===== config.mk =====
export PLATFORM = sky130hd
export DESIGN_NAME = bcd_time_keeper
export DESIGN_NICKNAME = d
export VERILOG_FILES = /design/src/rtl/bcd_time_keeper.sv
export SDC_FILE = /design/constraint.sdc
export NUM_CORES = 1
export LEC_CHECK = 0
export BUFFER_PORTS_ARGS = -buffer_cell sky130_fd_sc_hd__buf_2
export CAP_MARGIN = 20
export CORE_MARGIN = 3
export CORE_UTILIZATION = 40
export DETAILED_ROUTE_END_ITERATION = 12
export GPL_TIMING_DRIVEN = 1
export SETUP_SLACK_MARGIN = 0.3
export SYNTH_ARGS = -nofsm -noshare
export SYNTH_HDL_FRONTEND = slang
export SYNTH_SLANG_ARGS = --single-unit

===== constraint.sdc =====
create_clock -name clk -period 2.15 [get_ports clk]
set_input_delay 0.3225 -clock clk [delete_from_list [all_inputs] [get_ports clk]]
set_output_delay 0.3225 -clock clk [all_outputs]
set_load 0.01 [all_outputs]

===== src/rtl/bcd_time_keeper.sv =====
// 24 h BCD time-of-day keeper: prescales clk to a 1 Hz tick, cascades hh:mm:ss and
// applies debounced push-button adjustments (hours +1, minutes +1, seconds zero).
module bcd_time_keeper #(
    parameter int CLK_HZ       = 31_500_000,
    parameter int DEBOUNCE_CYC = 315_000,
    parameter int INIT_HRS_D   = 1,
    parameter int INIT_HRS_U   = 1,
    parameter int INIT_MIN_D   = 5,
    parameter int INIT_MIN_U   = 7
) (
    input  logic       clk,
    input  logic       reset,
    input  logic       btn_hrs,
    input  logic       btn_min,
    input  logic       btn_sec,
    output logic [1:0] hrs_d,
    output logic [3:0] hrs_u,
    output logic [2:0] min_d,
    output logic [3:0] min_u,
    output logic [2:0] sec_d,
    output logic [3:0] sec_u,
    output logic       sec_tick
);

    localparam int PW = (CLK_HZ > 1) ? $clog2(CLK_HZ) : 1;
    localparam int DW = (DEBOUNCE_CYC > 1) ? $clog2(DEBOUNCE_CYC) : 1;
    localparam logic [PW-1:0] PRE_LAST = PW'(CLK_HZ - 1);
    localparam logic [DW-1:0] DEB_LAST = DW'(DEBOUNCE_CYC - 1);

    generate
        if (INIT_HRS_D < 0 || INIT_HRS_D > 2 || INIT_HRS_U < 0 || INIT_HRS_U > 9 ||
            (INIT_HRS_D == 2 && INIT_HRS_U > 3) || INIT_MIN_D < 0 || INIT_MIN_D > 5 ||
            INIT_MIN_U < 0 || INIT_MIN_U > 9) begin : g_bad_init
            $error("bcd_time_keeper: INIT_* time out of range");
        end
    endgenerate

    // Bit 0 = hours, bit 1 = minutes, bit 2 = seconds
    logic [2:0] btn_raw;
    logic [2:0] adj;
    assign btn_raw = {btn_sec, btn_min, btn_hrs};

    generate
        for (genvar gi = 0; gi < 3; gi++) begin : g_btn
            logic          sync1_q;
            logic          sync2_q;
            logic          level_q;
            logic          level_prev_q;
            logic [DW-1:0] deb_cnt_q;

            always_ff @(posedge clk) begin
                if (reset) begin
                    sync1_q      <= 1'b0;
                    sync2_q      <= 1'b0;
                    level_q      <= 1'b0;
                    level_prev_q <= 1'b0;
                    deb_cnt_q    <= '0;
                end else begin
                    sync1_q      <= btn_raw[gi];
                    sync2_q      <= sync1_q;
                    level_prev_q <= level_q;
                    // Counter only runs while the synced input disagrees with the accepted level
                    if (sync2_q == level_q) begin
                        deb_cnt_q <= '0;
                    end else if (deb_cnt_q == DEB_LAST) begin
                        level_q   <= sync2_q;
                        deb_cnt_q <= '0;
                    end else begin
                        deb_cnt_q <= deb_cnt_q + 1'b1;
                    end
                end
            end

            assign adj[gi] = level_q & ~level_prev_q;
        end
    endgenerate

    function automatic logic [5:0] hrs_inc(input logic [1:0] d, input logic [3:0] u);
        if (d == 2'd2 && u == 4'd3) return 6'd0;
        else if (u == 4'd9)         return {d + 2'd1, 4'd0};
        else                        return {d, u + 4'd1};
    endfunction

    function automatic logic [6:0] min_inc(input logic [2:0] d, input logic [3:0] u);
        if (u != 4'd9)      return {d, u + 4'd1};
        else if (d != 3'd5) return {d + 3'd1, 4'd0};
        else                return 7'd0;
    endfunction

    logic [PW-1:0] pre_q, pre_d;
    logic          pending_q, pending_d;
    logic          sec_tick_q, sec_tick_d;
    logic [1:0]    hrs_d_q, hrs_d_d;
    logic [3:0]    hrs_u_q, hrs_u_d;
    logic [2:0]    min_d_q, min_d_d;
    logic [3:0]    min_u_q, min_u_d;
    logic [2:0]    sec_d_q, sec_d_d;
    logic [3:0]    sec_u_q, sec_u_d;
    logic          tick_req;
    logic          tick_due;

    assign tick_req = (pre_q == PRE_LAST);
    assign tick_due = tick_req | pending_q;

    always_comb begin
        pre_d      = tick_req ? '0 : pre_q + 1'b1;
        pending_d  = pending_q;
        sec_tick_d = 1'b0;
        hrs_d_d    = hrs_d_q;
        hrs_u_d    = hrs_u_q;
        min_d_d    = min_d_q;
        min_u_d    = min_u_q;
        sec_d_d    = sec_d_q;
        sec_u_d    = sec_u_q;
        if (|adj) begin
            if (adj[0]) {hrs_d_d, hrs_u_d} = hrs_inc(hrs_d_q, hrs_u_q);
            if (adj[1]) {min_d_d, min_u_d} = min_inc(min_d_q, min_u_q);
            if (adj[2]) begin
                sec_d_d = '0;
                sec_u_d = '0;
                pre_d   = '0;
            end
            // A tick that meets an adjustment is replayed next cycle, unless seconds were re-phased
            pending_d = tick_due & ~adj[2];
        end else if (tick_due) begin
            sec_tick_d = 1'b1;
            pending_d  = 1'b0;
            if (sec_u_q != 4'd9) begin
                sec_u_d = sec_u_q + 4'd1;
            end else begin
                sec_u_d = 4'd0;
                if (sec_d_q != 3'd5) begin
                    sec_d_d = sec_d_q + 3'd1;
                end else begin
                    sec_d_d = 3'd0;
                    {min_d_d, min_u_d} = min_inc(min_d_q, min_u_q);
                    if (min_d_q == 3'd5 && min_u_q == 4'd9)
                        {hrs_d_d, hrs_u_d} = hrs_inc(hrs_d_q, hrs_u_q);
                end
            end
        end
    end

    always_ff @(posedge clk) begin
        if (reset) begin
            pre_q      <= '0;
            pending_q  <= 1'b0;
            sec_tick_q <= 1'b0;
            hrs_d_q    <= 2'(INIT_HRS_D);
            hrs_u_q    <= 4'(INIT_HRS_U);
            min_d_q    <= 3'(INIT_MIN_D);
            min_u_q    <= 4'(INIT_MIN_U);
            sec_d_q    <= 3'd0;
            sec_u_q    <= 4'd0;
        end else begin
            pre_q      <= pre_d;
            pending_q  <= pending_d;
            sec_tick_q <= sec_tick_d;
            hrs_d_q    <= hrs_d_d;
            hrs_u_q    <= hrs_u_d;
            min_d_q    <= min_d_d;
            min_u_q    <= min_u_d;
            sec_d_q    <= sec_d_d;
            sec_u_q    <= sec_u_d;
        end
    end

    assign hrs_d    = hrs_d_q;
    assign hrs_u    = hrs_u_q;
    assign min_d    = min_d_q;
    assign min_u    = min_u_q;
    assign sec_d    = sec_d_q;
    assign sec_u    = sec_u_q;
    assign sec_tick = sec_tick_q;

endmodule

# After elaboration in Yosys (flattened, before gate mapping)
# Index checks and enable logic that the tools add are counted.
# op_classes
n_addsub	10
eq_ne	21
mux	41
bitwise	12
reduce_logical	16
# op_table
op	count
$mux W25	3
$mux W4	15
$add A19 B1 Y19 const B	3
$eq A19 B19 Y1 const B	3
$mux W3	10
$add A25 B1 Y25 const B	1
$eq A25 B25 Y1 const B	1
$mux W7	2
$add A4 B1 Y4 const B	3
$mux W2	6
$mux W6	2
$reduce_or A3 Y1	4
$ne A2 B2 Y1 const B	5
$eq A4 B4 Y1 const B	2
$ne A4 B4 Y1 const B	2
$reduce_and A2 Y1	4
$not A1 Y1	7
$add A3 B1 Y3 const B	2
$ne A3 B3 Y1 const B	2
$reduce_and A5 Y1	1
$and A1 B1 Y1	4
$eq A4 B2 Y1 const B	1
$reduce_and A4 Y1	1
$reduce_bool A2 Y1	2
other kinds (9)	14
# totals
regBits	116
inputBits	5
output_inout_bits	21
word_cells	124

# Longest topological paths before layout
# Gate-level depths: netlist (run 1).
# logic_depth
depth_word	8
depth_mapped	8
mapped_depth_nobuf	8

# Worst setup path before layout (run 1)
# No wires, ideal clock.
# synth_timing
kind	flip-flop to flip-flop
startpoint	reg pre_q[18]
endpoint	reg hrs_u_q[1] (netlist: hrs_u[1])
setup_time_ns	0.071
arrival_time_ns	2.057
required_time_ns	2.079
setup_slack_ns	0.023
stages_incl_launch_ff	7
n_path_buf	0
cell_sequence	dfxtp_1 or4_4 nor4_4 a21oi_2 o21a_4 or3_1 a21oi_1
# synth_via
elab_chain_len	4
# synth_lines
item	line_no	text
start, declared	90	logic [PW-1:0] pre_q, pre_d;
start signal, assigned	156	pre_q <= pre_d;
$eq A25 B25 Y1	102	assign tick_req = (pre_q == PRE_LAST);
$or A1 B1 Y1	103	assign tick_due = tick_req | pending_q;
$reduce_bool A2 Y1 (no source line)	n/a	
$reduce_and A5 Y1 (no source line)	n/a	
end signal, assigned	150	hrs_u_q <= 4'(INIT_HRS_U);
end signal, assigned	160	hrs_u_q <= hrs_u_d;
end, declared	94	logic [3:0] hrs_u_q, hrs_u_d;
# Every way passes these cells.
# A chain may end at the register's enable or synchronous reset.

# Worst setup path after layout (run 1)
# layout_timing
startpoint	reg pre_q[16]
endpoint	reg hrs_u_q[1] (netlist: hrs_u[1])
# Same word-level chain as after synthesis.

==> results.json, run 1 <==
{
  "synthFlopType": "dfxtp_1",
  "critPathTopFamily": "simple AND/OR/NAND/NOR gates",
  "ys_seq_area_share_pct": 46.9,
  "grt_pass1_vias": 3761,
  "ff2ff_setup_slack_ns": -0.04,
  "place_ws_ns": -0.00643,
  "wirelength_um": 9800,
  "synthCells": 558,
  "route.detailed.drc": 0,
  "final_net_count": 633,
  "rr_endpoint": "hrs_u[1]",
  "pin_count": 26,
  "fin_util_pct": 55.1,
  "path_buf_inv": 0,
  "htree_levels": 4,
  "num_vias": 3980,
  "cp-end-kind": "flip-flop",
  "synth_seq_cells": 116,
  "die_area_um2": 13700,
  "core-area_um2": 11800,
  "violations": "setup timing",
  "relSlewSlack_pct": 61.7,
  "syn-cell-area_um2": 4950,
  "synth.net_count": 572,
  "r2r_cells": 6,
  "antennaDiodeCount": 0,
  "drive_gt1_share_pct": 23.1,
  "maxCapViolations": 0,
  "cts_root_buffer": "clkbuf_16",
  "hold_end": "g_btn[1].sync1_q",
  "worst_slew_pin_slew_ns": 0.575,
  "cts_tree": "yes",
  "final.fill_count": 1048,
  "place_congestion": 0.808,
  "cp-start-kind": "flip-flop",
  "setup_ws_ns": -0.0414,
  "drv_slew": 0,
  "p_per_area_nw_per_um2": 840,
  "antenna_found_initial": 0,
  "cp_max_fo": 7,
  "hpwl_um": 6540,
  "skew_ns": 0.00758,
  "path_cells": "or4_4, nor4_4, a21oi_4, o21a_4, or3_1, a21oi_1",
  "synth_cell_type_count": 49,
  "status": "finished, violations left",
  "grt_max_degree": 33,
  "setup_viol": 4,
  "drtIter0Drc": 165,
  "worst_path_max_delay_cell": "or4_4",
  "criticalPathCategory": "flip-flop to flip-flop",
  "netlist_top_cells_area": "dfxtp_1 47%, xor2_1 9.2%, nor2_1 7.7%",
  "slowest_delay_ns": 0.56,
  "route.detailed.wl_per_inst_um": 12.3,
  "reg2reg_from": "pre_q[16]",
  "grt_pass1_wl_um": 16900,
  "die_x_um": 117,
  "start_util_pct": 42.1,
  "crit_arrival_ns": 2.54,
  "io_buffers": 25,
  "placed_area_um2": 5470,
  "fin_tns_setup_ns": -0.0804,
  "numCtsBuffers": 17,
  "overflow": 0,
  "min_path_type": "input pin to flip-flop",
  "die_h_um": 117,
  "fmax_mhz": 456,
  "power_uw": 5450,
  "clkTransAtPathRegs_ns": 0.05,
  "postRouteAntennaNets": 0,
  "design_area_um2": 6480,
  "hold_viol_final": 0,
  "syn_area_per_cell_um2": 8.87,
  "vdd_drop_max_mv": 0.690,
  "crit_required_ns": 2.49,
  "async_reset_ff_share_pct": 0,
  "fin_crit_sh_pct": 102,
  "synth_edf_count": 0,
  "yosysTopAreaCellShare_pct": 46.9,
  "track_usage_pct": 15.5,
  "clk_path_buf_depth": 2,
  "crit_start": "pre_q[16]",
  "leakagePower_uw": 0.00232,
  "clkSinkCount": 116,
  "rows": 39,
  "hold_depth": 2,
  "clock_latency_ns": 0.41,
  "area_growth_pct": 31.0,
  "fin_crit_ns": 2.19,
  "yosys_warnings": 0,
  "first_pass_iters": 4,
  "synth_top_area_cell": "dfxtp_1",
  "worstHoldStart": "btn_min",
  "rsz0062_at_grt": "yes",
  "avgViaCountPerCell": 5.00
}
[metal layers]
metal / up-vias / wire, µm / global-route usage (%)
met2: 58 / 4490 / 23.5
met5: - / 0 / 0
met4: 0 / 152 / 7.11
met3: 15 / 397 / 5.35
li1: 2048 / - / -
met1: 1859 / 4760 / 19.8
[per-stage QoR]
| step | hold slack (ns) | instances |
|---|---|---|
| 2_1_floorplan | 0.414 | 558 |
| 3_3_place_gp | 0.423 | 761 |
| 3_5_place_dp | 0.426 | 761 |
| 4_1_cts | 0.107 | 793 |
| 5_1_grt | 0.123 | 796 |
| 6_report | 0.115 | 796 |
[what timing repair did]
| item | 4_1_cts | 5_1_grt |
|---|---|---|
| hold buffers | 0 | 0 |
| pin swaps | 18 | 22 |
| setup buffers | 0 | 3 |
| hold endpoints to repair | 0 | 0 |
| endpoints found under the setup margin | 49 | 86 |
| gates resized for setup | 22 | 61 |
| cloned | 0 | 0 |
[report_power, final]
| group | switching, µW | internal [µW] | leakage [µW] |
|---|---|---|---|
| Clock | 943 | 2250 | 0.000334 |
| Combinational | 50.4 | 26.3 | 0.00104 |
| Sequential | 8.18 | 2160 | 0.000937 |
| Total | 1000 | 4450 | 0.00232 |
[logic make-up (layout without fill, tap and decap cells)]
family / after synthesis / after routing / share of synthesized area, %
AND/OR/NAND/NOR: 280 / 280 / 28.2
flip-flops: 116 / 116 / 46.9
XOR/XNOR: 73 / 73 / 12.9
AO/OA/AOI/OAI: 50 / 50 / 6.62
buffers and inverters: 24 / 98 / 1.82
adder cells (fa/ha/maj): 9 / 9 / 2.28
multiplexers: 6 / 6 / 1.24
[cells in the final DEF, fill, tap and decap left out, types with 5 or more instances in the layout]
master     instances
nor3_1             7
xnor2_1           21
a21oi_1           10
or3_1             12
nand3b_1           5
dfxtp_1          114
ha_1               8
and3_1            13
nand2_1           41
xor2_1            52
bufinv_16          6
clkbuf_16         17
o21ai_0            8
nor2_4            22
inv_1             12
nor3_2             6
nand3_1           32
nor2_2             5
buf_2             25
nand4_1           20
nor2b_1           13
mux2i_1            5
nor2_1            74
buf_4             25
[how the worst max path moves through the flow]
stage	slack [ns]	cells after the start	to
5_1_grt	-0.13	7	sec_d[0]
2_1_floorplan	0.05	6	hrs_u[1]
6_report	-0.04	6	hrs_u[1]
3_5_place_dp	-0.006	7	sec_u[3]
3_3_place_gp	0.02	7	sec_u[3]
4_1_cts	-0.02	7	sec_u[3]
[state kept, by name (all words and copies together) (netlist names)]
| name | cells |
|---|---|
| g_btn.deb_cnt_q | 57 |
| pre_q | 25 |
| hrs_u | 4 |
| min_u | 4 |
| sec_u | 4 |
| g_btn.level_prev_q | 3 |
| g_btn.level_q | 3 |
| g_btn.sync1_q | 3 |
| g_btn.sync2_q | 3 |
| min_d | 3 |
| sec_d | 3 |
| hrs_d | 2 |
| pending_q | 1 |
| sec_tick | 1 |
[worst register-to-register path: cells and delay by family (launching register included)]
kind            cells  cell delay, ns
compound gates      3            0.53
simple gates        3            1.29
flops               1            0.31
[Yosys cell counts, drive strengths merged, types with 2 or more instances]
master and n:
dfxtp 116, nor2 101, xor2 52, nand2 43, nand3 33, xnor2 21
nand4 20, a21oi 16, and3 14, nor3 14, nor2b 13, o21ai 13
inv 12, or3 12, clkbuf 10, ha 9, nor4 7, mux2i 5
nand3b 5, a21o 4, and4 4, nand2b 4, a211o 3, a31oi 2
buf 2, o211ai 2, o21a 2, o41ai 2, or4 2, or4b 2
[final cells by class]
| class | count | area (µm²) | area share, % |
|---|---|---|---|
| Clock buffer | 22 | 474 | 7.31 |
| Clock inverter | 10 | 200 | 3.09 |
| Inverter | 12 | 45.0 | 0.695 |
| Multi-Input combinational cell | 418 | 2870 | 44.2 |
| Sequential cell | 116 | 2320 | 35.8 |
| Tap cell | 164 | 205 | 3.16 |
| Timing Repair Buffer | 54 | 370 | 5.71 |
No activity file was read; power rests on OpenSTA's default activity.
==> run 2: changes to the inputs <==
Settings changed: PLACE_DENSITY_LB_ADDON set to 0.12, SKIP_LAST_GASP set to 1.
Clock period 2.15 ns to 2.7 ns, I/O delays scaled along.
==> run 2 against run 1 <==
Net effect: sequential power shrank 20%; via count shrank 4.1%; cell count shrank 3.1%; critical endpoint is now hrs_d[0]; setup slack gained 0.44 ns; the flow now finishes without violations; clock power shrank 34%; die area is the same; power shrank 29%; maximum frequency shrank 4.6%; non-clock buffer count shrank 24; critical path depth is the same; critical path type unchanged.
==> results.json, run 2 (synthesis gave the netlist of run 1 again) <==
{
  "core-area_um2": 11800,
  "drive_gt1_share_pct": 10.9,
  "vdd_drop_max_mv": 0.386,
  "start_util_pct": 42.1,
  "route.detailed.wl_per_inst_um": 11.9,
  "slowest_delay_ns": 0.57,
  "final_net_count": 609,
  "fmax_mhz": 435,
  "setup_viol": 0,
  "path_buf_inv": 0,
  "antenna_found_initial": 0,
  "drv_slew": 0,
  "grt_max_degree": 20,
  "worst_path_max_delay_cell": "or4b_1",
  "fin_crit_sh_pct": 85.1,
  "criticalPathCategory": "flip-flop to flip-flop",
  "clock_latency_ns": 0.42,
  "drtIter0Drc": 189,
  "layout_common_cells": "116 x dfxtp_1, 101 x nor2_1, 52 x xor2_1",
  "fin_crit_ns": 2.30,
  "placed_area_um2": 5280,
  "area_growth_pct": 18.3,
  "leakagePower_uw": 0.00209,
  "place_congestion": 0.781,
  "antennaDiodeCount": 0,
  "min_path_type": "input pin to flip-flop",
  "maxCapViolations": 0,
  "grt_pass1_wl_um": 16200,
  "skew_ns": 0.00678,
  "track_usage_pct": 14.9,
  "num_vias": 3816,
  "overflow": 0,
  "die_h_um": 117,
  "place_ws_ns": 0.397,
  "crit_arrival_ns": 2.60,
  "rsz0062_at_grt": "yes",
  "instances_no_fill": 771,
  "top_register": "g_btn.deb_cnt_q",
  "status": "finished, final reports clean",
  "numCtsBuffers": 17,
  "hold_viol_final": 0,
  "wirelength_um": 9200,
  "cp-start-kind": "flip-flop",
  "clkTransAtPathRegs_ns": 0.05,
  "cp-end-kind": "flip-flop",
  "power_uw": 3880,
  "die_area_um2": 13700,
  "io_buffers": 25,
  "postRouteAntennaNets": 0,
  "cp_max_fo": 8,
  "layout_commonest_cell": "dfxtp_1",
  "hpwl_um": 6370,
  "placedCellCount": 740,
  "final.fill_count": 1143,
  "first_pass_iters": 4,
  "largest_reg_flops": 57,
  "path_cells": "or4b_1, nor4_4, a21oi_2, o21ai_1, nand2_1, a211o_1",
  "route.detailed.drc": 0,
  "rows": 39,
  "htree_levels": 4,
  "avgViaCountPerCell": 4.95,
  "p_per_area_nw_per_um2": 662,
  "clk_path_buf_depth": 2,
  "pin_count": 26,
  "grt_pass1_vias": 3645,
  "cts_root_buffer": "clkbuf_16",
  "critPathTopFamily": "simple AND/OR/NAND/NOR gates",
  "clkSinkCount": 116,
  "fin_tns_setup_ns": 0,
  "die_x_um": 117,
  "setup_ws_ns": 0.403,
  "biggestRegsByFlops": "g_btn.deb_cnt_q x57, pre_q x25",
  "worst_slew_pin_slew_ns": 0.652,
  "relSlewSlack_pct": 56.5,
  "cts_tree": "yes",
  "crit_required_ns": 3.00,
  "design_area_um2": 5850
}
==> run 2: cell count changes in the layout (fill, tap and decap cells not counted), sizes merged <==
| cell | before | now |
|---|---|---|
| clkinv | 4 | 3 |
| buf | 54 | 30 |
| clkbuf | 22 | 27 |
| bufinv | 6 | 1 |
==> run 2: where the power goes <==
group	internal, µW	total, µW	switching (µW)
combinational	16.5	44.7	28.3
sequential	1720	1730	6.00
clock	1370	2100	725
total	3120	3880	759
==> run 2: final cells by class <==
type / instances / area [µm²] / share of cell area [%]
clock buffers: 27 / 513 / 8.76
clock inverters: 4 / 45.0 / 0.769
inverters: 12 / 45.0 / 0.769
multi-input cells: 418 / 2550 / 43.5
flip-flops and latches: 116 / 2320 / 39.7
well taps: 164 / 205 / 3.51
repair buffers: 30 / 175 / 2.99
==> run 2: path summary, 6_finish.rpt <==
check / end / cells after the start / start / slack (ns)
worst max-delay path: hrs_d[0] / 6 / pre_q[8] / 0.40
worst min-delay path: g_btn[2].sync1_q / 2 / btn_sec / 0.19
worst max register to register: hrs_d[0] / 6 / pre_q[8] / 0.40
worst min register to register: g_btn[1].sync2_q / 1 / g_btn[1].sync1_q / 0.43
==> run 2: repair_timing <==
action	in CTS	in global routing
resized for setup	0	2
buffers inserted	0	0
hold buffers	0	0
endpoints found under the setup margin	0	7
==> run 2: worst reg2reg max path, cell delays in order, from the launching register on <==
cell and delay [ns]:
dfxtp_1 0.34, or4b_1 0.57, nor4_4 0.35, a21oi_2 0.19, o21ai_1 0.31, nand2_1 0.12, a211o_1 0.30
==> run 2: metrics by stage <==
| stage | hold slack [ns] | utilization, % |
|---|---|---|
| floorplan | 0.414 | - |
| global placement | 0.422 | 44.9 |
| detailed placement | 0.430 | 44.9 |
| CTS | 0.178 | 49.7 |
| global route | 0.210 | 49.8 |
| finish | 0.194 | 49.8 |
==> run 2: routing by layer <==
metal  global-route usage (%)  routed length, µm
met1                     19.2               4650
met2                     22.3               4040
met3                     5.91                359
met4                     6.27                145
met5                        0                  0
==> run 3: changes to the inputs <==
Clock period 2.7 ns to 2.5 ns, I/O delays scaled along.
==> run 3 against run 2 <==
Net effect: sequential cell count stayed put; power is 10% higher; critical path depth stayed put; non-clock buffer count is 6 higher; hold slack worse by 0.015 ns; sequential share of layout area is 0.74 points lower; count of clock-buffer cells in the layout is 1 lower; via count is 0.71% higher.
==> results.json, run 3 (synthesis gave the netlist of run 1 again) <==
{
  "biggestRegsByFlops": "g_btn.deb_cnt_q x57, pre_q x25",
  "min_path_type": "input pin to flip-flop",
  "clkPwrFrac_pct": 55.0,
  "postRouteAntennaNets": 0,
  "layout_common_cells": "113 x dfxtp_1, 101 x nor2_1, 52 x xor2_1",
  "top_register": "g_btn.deb_cnt_q",
  "route.detailed.drc": 0,
  "r2r_cells": 6,
  "clkTransAtPathRegs_ns": 0.05,
  "area_growth_pct": 20.9,
  "final_net_count": 615,
  "final.fill_count": 1107,
  "p_sw_uw": 802,
  "multi_input_area_um2": 2600,
  "clock_latency_ns": 0.40,
  "grt_pass1_wl_um": 15900,
  "drtIter0Drc": 186,
  "skew_ns": 0.00715,
  "wirelength_um": 9190,
  "fin_crit_ns": 2.23,
  "slowest_delay_ns": 0.54,
  "hpwl_um": 6300,
  "maxCapViolations": 0,
  "dr_wl_met2_um": 4130,
  "ff2ff_setup_slack_ns": 0.27,
  "worst_path_max_delay_cell": "or4_4",
  "fmax_mhz": 448,
  "rr_endpoint": "hrs_u[1]",
  "grt_pass1_vias": 3638,
  "cts_root_buffer": "clkbuf_16",
  "cp_max_fo": 7,
  "numCtsBuffers": 17,
  "hold_depth": 2,
  "fin_crit_sh_pct": 89.2,
  "start_util_pct": 42.1,
  "status": "finished, final reports clean",
  "routed-wl-met3_um": 294,
  "antennaDiodeCount": 0,
  "avgViaCountPerCell": 4.95,
  "critPathTopFamily": "simple AND/OR/NAND/NOR gates",
  "route.detailed.wl_per_inst_um": 11.8,
  "layout_commonest_cell": "dfxtp_1",
  "p_sw_share_pct": 18.8,
  "drive_gt1_share_pct": 13.1,
  "num_vias": 3843,
  "clk_path_buf_depth": 2,
  "relSlewSlack_pct": 55.5,
  "seqPwrFrac_pct": 43.8,
  "worstHoldStart": "btn_sec",
  "die_x_um": 117,
  "worst_slew_pin_slew_ns": 0.666,
  "vdd_drop_max_mv": 0.411,
  "rows": 39,
  "place_congestion": 0.793,
  "hold_end": "g_btn[2].sync1_q",
  "io_buffers": 25,
  "largest_reg_flops": 57,
  "track_usage_pct": 14.6,
  "first_pass_iters": 4,
  "antenna_found_initial": 0,
  "fin_tns_setup_ns": 0,
  "p_per_area_nw_per_um2": 713,
  "pin_count": 26,
  "p_int_uw": 3460,
  "leakagePower_uw": 0.00216,
  "met1Wirelength_um": 4630,
  "crit_required_ns": 2.83,
  "top_layer": "met4",
  "path_buf_inv": 0,
  "path_cells": "or4_4, nor4_4, a21oi_4, o21a_4, or3_1, a21oi_1",
  "core-area_um2": 11800,
  "setup_viol": 0,
  "drv_slew": 0,
  "p_comb_share_pct": 1.1,
  "fin_util_pct": 50.9,
  "seqCellArea_um2": 2330,
  "rsz0062_at_grt": "yes",
  "grt_max_degree": 22,
  "die_h_um": 117,
  "reg2reg_from": "pre_q[18]",
  "clkSinkCount": 116,
  "htree_levels": 4,
  "criticalPathCategory": "flip-flop to flip-flop",
  "cp-start-kind": "flip-flop",
  "cts_tree": "yes",
  "hold_buffers": 0,
  "cp-end-kind": "flip-flop",
  "hold_viol_final": 0,
  "die_area_um2": 13700,
  "crit_arrival_ns": 2.56,
  "overflow": 0
}
run 3: metrics by stage:
stage                     instance area, µm²  std cells  power, µW  hold slack [ns]  setup slack, ns
after floorplan                         4950        558       1940            0.414            0.373
after global placement                  5290        741       1950            0.421            0.226
after detailed placement                5290        741       1960            0.423            0.217
after CTS                               5910        774       4320            0.167            0.299
after global routing                    5980        776       4420            0.188            0.209
final                                   5980        776       4260            0.179            0.270
run 3: power groups by stage:
stage                     Combinational [µW]  Clock [µW]  Sequential, µW
after global routing                    56.4        2500            1870
after detailed placement                49.3           0            1910
after CTS                               49.3        2400            1870
after global placement                  48.9           0            1910
final                                   48.8        2350            1870
after floorplan                         33.1           0            1900
run 3: layout make-up:
type | count | share of cell area, %
flip-flops and latches | 116 | 38.9
multi-input cells | 418 | 43.5
clock inverters | 4 | 1.17
well taps | 164 | 3.43
clock buffers | 26 | 8.51
inverters | 12 | 0.753
repair buffers | 36 | 3.68
run 3: worst max-delay path by stage:
stage	endpoint	depth (start not counted)	startpoint
after floorplan	hrs_u[1]	6	pre_q[18]
after global placement	hrs_u[1]	6	pre_q[8]
after detailed placement	hrs_d[0]	6	pre_q[12]
after CTS	hrs_u[1]	6	pre_q[8]
after global routing	hrs_u[1]	6	pre_q[18]
final	hrs_u[1]	6	pre_q[18]
run 3: timing repair:
item	4_1_cts	5_1_grt
endpoints found under the setup margin	7	16
pin swaps	5	5
cloned	0	0
buffers inserted	3	2
resized for setup	6	11
run 3: layer usage:
metal	GRT usage [%]	vias to the layer above
met5	0	-
met3	5.14	11
met1	18.5	1791
li1	-	2004
met2	22.7	37
met4	6.04	0
